**src/rtl/sprite_compositor.sv**
```systemverilog
// sprite_compositor: layers NUM_SPRITES indexed-colour sprites over a background
// colour through a fixed 3-cycle pipeline (S1 hit/address, S2 winner, S3 palette).
// Layer 0 has highest priority. Texel ROMs are external with one cycle of read latency.
// Build option: define COLLISION_EN for sticky per-layer collision flags.
module sprite_compositor #(
  parameter int unsigned NUM_SPRITES = 8,
  parameter int unsigned COORD_W     = 10,
  parameter int unsigned ADDR_W      = 12,
  parameter int unsigned IDX_W       = 6,
  parameter int unsigned TRANS_IDX   = 0,
  localparam int unsigned SEL_W      = (NUM_SPRITES > 1) ? $clog2(NUM_SPRITES) : 1
) (
  input  logic                          Clk,
  input  logic                          Reset,
  input  logic                          pix_valid,
  input  logic [COORD_W-1:0]            DrawX,
  input  logic [COORD_W-1:0]            DrawY,
  input  logic                          frame_start,
  input  logic                          spr_we,
  input  logic [SEL_W-1:0]              spr_sel,
  input  logic                          spr_en,
  input  logic [COORD_W-1:0]            spr_x,
  input  logic [COORD_W-1:0]            spr_y,
  input  logic [COORD_W-1:0]            spr_w,
  input  logic [COORD_W-1:0]            spr_h,
  input  logic [ADDR_W-1:0]             spr_base,
  input  logic                          pal_we,
  input  logic [IDX_W-1:0]              pal_addr,
  input  logic [23:0]                   pal_data,
  input  logic [23:0]                   bg_rgb,
  output logic [NUM_SPRITES*ADDR_W-1:0] rom_addr,
  input  logic [NUM_SPRITES*IDX_W-1:0]  rom_data,
  output logic                          rgb_valid,
  output logic [7:0]                    Red,
  output logic [7:0]                    Green,
  output logic [7:0]                    Blue,
  output logic [NUM_SPRITES-1:0]        collision
);

  localparam int unsigned PAL_N  = 2 ** IDX_W;
  localparam int unsigned PROD_W = 2 * COORD_W + 1;

  logic               en_q   [NUM_SPRITES];
  logic [COORD_W-1:0] x_q    [NUM_SPRITES];
  logic [COORD_W-1:0] y_q    [NUM_SPRITES];
  logic [COORD_W-1:0] w_q    [NUM_SPRITES];
  logic [COORD_W-1:0] h_q    [NUM_SPRITES];
  logic [ADDR_W-1:0]  base_q [NUM_SPRITES];
  logic [23:0]        pal_q  [PAL_N];

  logic [NUM_SPRITES-1:0]        hit_d, hit1_q, hit2_q;
  logic [NUM_SPRITES*ADDR_W-1:0] rom_addr_d, rom_addr_q;
  logic                          vld1_q, vld2_q, vld3_q, rgb_valid_q;
  logic [NUM_SPRITES-1:0]        opaque;
  logic                          win_d, win_q;
  logic [IDX_W-1:0]              idx_d, idx_q;
  logic [23:0]                   bg_q, rgb_d, rgb_q;

  // Extents are widened by one bit so x+w cannot wrap; a zero size fails the upper bound.
  function automatic logic layer_hit(input logic [COORD_W-1:0] px, py, sx, sy, sw, sh);
    logic [COORD_W:0] ex, ey;
    ex = {1'b0, sx} + {1'b0, sw};
    ey = {1'b0, sy} + {1'b0, sh};
    return ({1'b0, px} >= {1'b0, sx}) && ({1'b0, px} < ex) &&
           ({1'b0, py} >= {1'b0, sy}) && ({1'b0, py} < ey);
  endfunction

  function automatic logic [ADDR_W-1:0] layer_addr(input logic [COORD_W-1:0] px, py, sx, sy, sw,
                                                    input logic [ADDR_W-1:0] base);
    logic [COORD_W-1:0] dx, dy;
    logic [PROD_W-1:0]  off;
    dx  = px - sx;
    dy  = py - sy;
    off = PROD_W'(dy) * PROD_W'(sw) + PROD_W'(dx);
    return base + ADDR_W'(off);
  endfunction

  // Sprite table write port; a hit test on the same edge still sees the old entry.
  always_ff @(posedge Clk) begin
    if (!Reset) begin
      for (int unsigned i = 0; i < NUM_SPRITES; i++) begin
        en_q[i]   <= 1'b0;
        x_q[i]    <= '0;
        y_q[i]    <= '0;
        w_q[i]    <= '0;
        h_q[i]    <= '0;
        base_q[i] <= '0;
      end
    end else if (spr_we) begin
      en_q[spr_sel]   <= spr_en;
      x_q[spr_sel]    <= spr_x;
      y_q[spr_sel]    <= spr_y;
      w_q[spr_sel]    <= spr_w;
      h_q[spr_sel]    <= spr_h;
      base_q[spr_sel] <= spr_base;
    end
  end

  // Palette write port; an S3 read of the same entry on this edge returns the old colour.
  always_ff @(posedge Clk) begin
    if (!Reset) begin
      for (int unsigned i = 0; i < PAL_N; i++) pal_q[i] <= '0;
    end else if (pal_we) begin
      pal_q[pal_addr] <= pal_data;
    end
  end

  // S1: per-layer hit test and texel address; a missing layer presents address 0.
  always_comb begin
    hit_d      = '0;
    rom_addr_d = '0;
    for (int unsigned i = 0; i < NUM_SPRITES; i++) begin
      hit_d[i] = pix_valid && en_q[i] &&
                 layer_hit(DrawX, DrawY, x_q[i], y_q[i], w_q[i], h_q[i]);
      if (hit_d[i])
        rom_addr_d[i*ADDR_W +: ADDR_W] = layer_addr(DrawX, DrawY, x_q[i], y_q[i], w_q[i], base_q[i]);
    end
  end

  // S2: opaque layers from returned texels; the lowest-numbered opaque layer wins.
  always_comb begin
    opaque = '0;
    win_d  = 1'b0;
    idx_d  = '0;
    for (int unsigned i = 0; i < NUM_SPRITES; i++)
      opaque[i] = hit2_q[i] && (rom_data[i*IDX_W +: IDX_W] != IDX_W'(TRANS_IDX));
    for (int unsigned i = 0; i < NUM_SPRITES; i++) begin
      if (opaque[i] && !win_d) begin
        win_d = 1'b1;
        idx_d = rom_data[i*IDX_W +: IDX_W];
      end
    end
  end

  // S3: palette lookup of the winner, background otherwise, black for invalid pixels.
  always_comb begin
    rgb_d = '0;
    if (vld3_q) rgb_d = win_q ? pal_q[idx_q] : bg_q;
  end

  // Pipeline registers; the hit vector is carried one extra stage to meet the ROM data.
  always_ff @(posedge Clk) begin
    if (!Reset) begin
      vld1_q      <= 1'b0;
      vld2_q      <= 1'b0;
      vld3_q      <= 1'b0;
      rgb_valid_q <= 1'b0;
      hit1_q      <= '0;
      hit2_q      <= '0;
      rom_addr_q  <= '0;
      win_q       <= 1'b0;
      idx_q       <= '0;
      bg_q        <= '0;
      rgb_q       <= '0;
    end else begin
      vld1_q      <= pix_valid;
      hit1_q      <= hit_d;
      rom_addr_q  <= rom_addr_d;
      vld2_q      <= vld1_q;
      hit2_q      <= hit1_q;
      vld3_q      <= vld2_q;
      win_q       <= win_d;
      idx_q       <= idx_d;
      bg_q        <= bg_rgb;
      rgb_valid_q <= vld3_q;
      rgb_q       <= rgb_d;
    end
  end

  assign rom_addr           = rom_addr_q;
  assign rgb_valid          = rgb_valid_q;
  assign {Red, Green, Blue} = rgb_q;

`ifdef COLLISION_EN
  logic [NUM_SPRITES-1:0] coll_d, coll_q;

  // Collision flags: frame_start clears first so a same-cycle collision still sets.
  always_comb begin
    coll_d = frame_start ? '0 : coll_q;
    if ($countones(opaque) >= 2) coll_d = coll_d | opaque;
  end

  // Sticky collision flag register.
  always_ff @(posedge Clk) begin
    if (!Reset) coll_q <= '0;
    else        coll_q <= coll_d;
  end

  assign collision = coll_q;
`else
  logic unused_frame_start;
  assign unused_frame_start = frame_start;
  assign collision          = '0;
`endif

endmodule

```
**config.mk**
```make
export PLATFORM = sky130hd
export DESIGN_NAME = sprite_compositor
export DESIGN_NICKNAME = d
export VERILOG_FILES = /design/src/rtl/sprite_compositor.sv
export SDC_FILE = /design/constraint.sdc
export NUM_CORES = 2
export LEC_CHECK = 0
export CORE_MARGIN = 1.5
export CORE_UTILIZATION = 46
export DETAILED_ROUTE_END_ITERATION = 6
export HOLD_SLACK_MARGIN = 0.12
export PLACE_DENSITY = 0.63
export SYNTH_ARGS = -nofsm -noshare
export SYNTH_HDL_FRONTEND = slang
export SYNTH_SLANG_ARGS = --single-unit
```
**constraint.sdc**
```tcl
create_clock -name Clk -period 9.75 [get_ports Clk]
set_clock_uncertainty 0.15 [all_clocks]
set_input_delay 1.95 -clock Clk [delete_from_list [all_inputs] [get_ports Clk]]
set_output_delay 1.95 -clock Clk [all_outputs]
set_load 0.05 [all_outputs]
```
==> results.ini <==
[placed_design]
place_area_um2=134000
io_buffers=303
place_ws_ns=0.117
dp.cells=13500
dpl.hpwl_mm=229
gp_congestion=0.889

[yosys]
synthAdderAreaFrac_pct=14.6
synth_top_area_cell=edfxtp_1
synthTopCellsByArea=edfxtp_1, and2_1, mux4_2
async_reset_ff_share_pct=0
synth_area_per_cell_um2=12.6
synth_xor_area_share_pct=2.72
synth_top_area_share_pct=46.4
synth_area_um2=126000
muxShareOfSynthArea_pct=9.26
yosys.area_share.simple_pct=14.9
ys_types=81
ys.flop_type=edfxtp_1
synth_edf_count=1952
yosysWarnings=0
yosysSeqAreaShare_pct=49.2
synth_compound_area_share_pct=4.46
synth_top_family_by_area=simple AND/OR/NAND/NOR gates
ys_ff_latch=2131
syn_inst=10000

[cells_and_area]
drive_gt1_share_pct=12.1
final_area_um2=142000
final_common_cell=and2_1
fin_cells=14000
area_growth_pct=12.4
final_cell_mix=and2_1, edfxtp_1, inv_1, ha_1, mux4_2
final_nets=11500

[detailed_routing]
antenna_left=0
wire_per_inst_um=24.6
top_layer=met5
finalWirelength_mm=345
wirelength_met1_mm=137
drc=0
via_count=77400
wl_met3_mm=24.8
dr.pass1.iters=6
drt_iter0_markers=6625
route.met2.wl_mm=168
viasPerCell=5.53

[global_route]
overflow=0
antenna_found_initial=51
grt_first_pass_wirelength_mm=507
grt_pass1_vias=79200
grt_max_degree=137
grt_util_all_layers_pct=24.7

[clocking]
tritoncts=yes
cts_setup_buffers=0
cts_root_buf=clkbuf_16
clock_sinks=2131
numCtsBuffers=238
clock_path_buffers=4
cts_hold_buffers=0
clk_latency_ns=0.96
ctsHtreeMaxLevel=4
cts.repair.resized=0
clk_pin_slew_ns=0.06

[timing]
finalMaxSlewViolations=0
slew_headroom_pct=13.4
rsz0062_at_grt=no
finalSetupTns_ns=0
setup_slack_ns=0.869
setup_violations=0
fmax_ghz=0.113
worstMarginPinSlew_ns=1.29
period_share_pct=91.1
hold_viol_final=0
post-route-min-period_ns=8.88
hold_ws_ns=0.283

[die]
rows=192
die_area_um2=278000
die_x_um=527
ios=313
coreArea_um2=273000
initial_core_util_pct=46.2
die_h_um=527

[setup_path]
worstRegToRegCells=26
end_kind=register
cp_num_cells=28
critPathBufInv=6
r2r_end=rom_addr[95]
cp_data_required_time_ns=10.32
crit_path_max_fanout=4
cpMostUsedCell=fa_1
crit_type=in -> reg
reg2reg_from=y_q[7][0]
critPathSlowestCell=clkdlybuf4s50_1
rrSetupSlack_ns=2.41
worstSetupStartpointType=input pin
endpoint=rom_addr[95]
crit_start=DrawY[0]
cp.arrival_ns=9.45
max_stage_delay_ns=0.72
cpLargestDelayFamily=adder cells

[min_path]
worst_hold_path_type=reg -> reg

[power_and_ir_drop]
power.density_nw_per_um2=252
p_int_mw=23.5
power_frac_seq_pct=29.7
swShare_pct=34.3
max-vdd-ir-drop_mv=0.684
clockPowerShare_pct=26.4
pwr-share-comb_pct=43.9
power.switching_mw=12.3
p_leak_nw=54.9

[status]
status=finished clean

[job]
max_cap_violations=0

[cell type report]
type / instances / area, um2
flip-flops and latches: 2131 / 62200
fillers: 23100 / 131000
inverters: 1055 / 3960
multi-input cells: 6286 / 59000
clock buffers: 294 / 6420
clock inverters: 146 / 1700
well taps: 3589 / 4490
diodes: 52 / 130
repair buffers: 460 / 4200
[power by group through the flow]
stage	Sequential, mW	Combinational, mW	Clock [mW]
CTS	10.6	15.9	9.57
detailed placement	10.8	15.8	0
floorplan	10.7	12.1	0
global placement	10.8	15.6	0
global route	10.7	17.8	9.89
finish	10.6	15.7	9.43
[how the worst min path moves through the flow]
stage,end,slack (ns),depth (start not counted),from
global placement,vld2_q,0.27,1,vld1_q
global route,hit2_q[1],0.31,1,hit1_q[1]
finish,vld2_q,0.28,1,vld1_q
detailed placement,hit2_q[4],0.27,1,hit1_q[4]
CTS,hit2_q[4],0.28,1,hit1_q[4]
floorplan,hit2_q[0],0.26,1,hit1_q[0]
[per-layer routing]
metal  vias up  GRT usage (%)
li1      34900              -
met1     39400           31.8
met3       539           3.56
met4        10           10.1
met2      2631           41.9
met5         -              0
[flip-flops by register name (all words and copies together) (netlist names), 8 cells and up, named ones only]
register	cells
rom_addr	96
hit1_q	8
bg_q	24
h_q	80
rgb_q	24
hit2_q	8
x_q	80
base_q	96
w_q	80
en_q	8
pal_q	1536
y_q	80
[cell families after synthesis]
| kind of cell | after synthesis |
|---|---|
| AO/OA/AOI/OAI | 887 |
| AND/OR/NAND/NOR | 3318 |
| flip-flops | 2131 |
| XOR/XNOR | 358 |
| multiplexers | 539 |
| adder cells (fa/ha/maj) | 1176 |
| buffers and inverters | 1619 |
| other | 1 |
[cell usage after synthesis, types with 27 or more instances]
cell and number:
nor3_1 79, xnor2_1 257, ha_1 680, and2_1 2040
a21boi_0 44, a21oi_1 222, dfxtp_1 179, edfxtp_1 1952
o21bai_1 73, clkbuf_1 483, buf_1 31, fa_1 496
mux4_2 504, nor2b_1 153, mux2i_1 34, o21ai_0 259
nand2b_1 113, o21a_1 62, buf_2 42, nor2_1 244
or3_1 35, a21o_1 83, inv_1 1055, nand2_1 488
nand4_1 27, nand3_1 51, xor2_1 78
[worst register-to-register path: stages, from the launching register on]
cell	delay, ns
edfxtp_1	0.45
ha_1	0.24
fa_1	0.42
nor2b_1	0.17
o221a_2	0.25
o21ai_0	0.11
a211o_1	0.31
xnor2_1	0.31
nand2_1	0.14
fa_1	0.57
inv_1	0.07
fa_1	0.49
fa_1	0.52
fa_1	0.49
inv_1	0.05
fa_1	0.48
inv_1	0.04
ha_1	0.31
nor3_1	0.20
nor2_1	0.07
o41ai_1	0.07
buf_4	0.20
xnor2_1	0.11
xnor3_1	0.43
xnor3_1	0.21
xnor2_1	0.25
nor2_1	0.08
[metrics by stage]
stage          power, mW  util [%]
2_1_floorplan       22.9         -
3_3_place_gp        26.4      49.0
3_5_place_dp        26.6      49.0
4_1_cts             36.1      51.9
5_1_grt             38.4      52.0
6_report            35.8      52.0
Power figures use the tool's default switching activity.
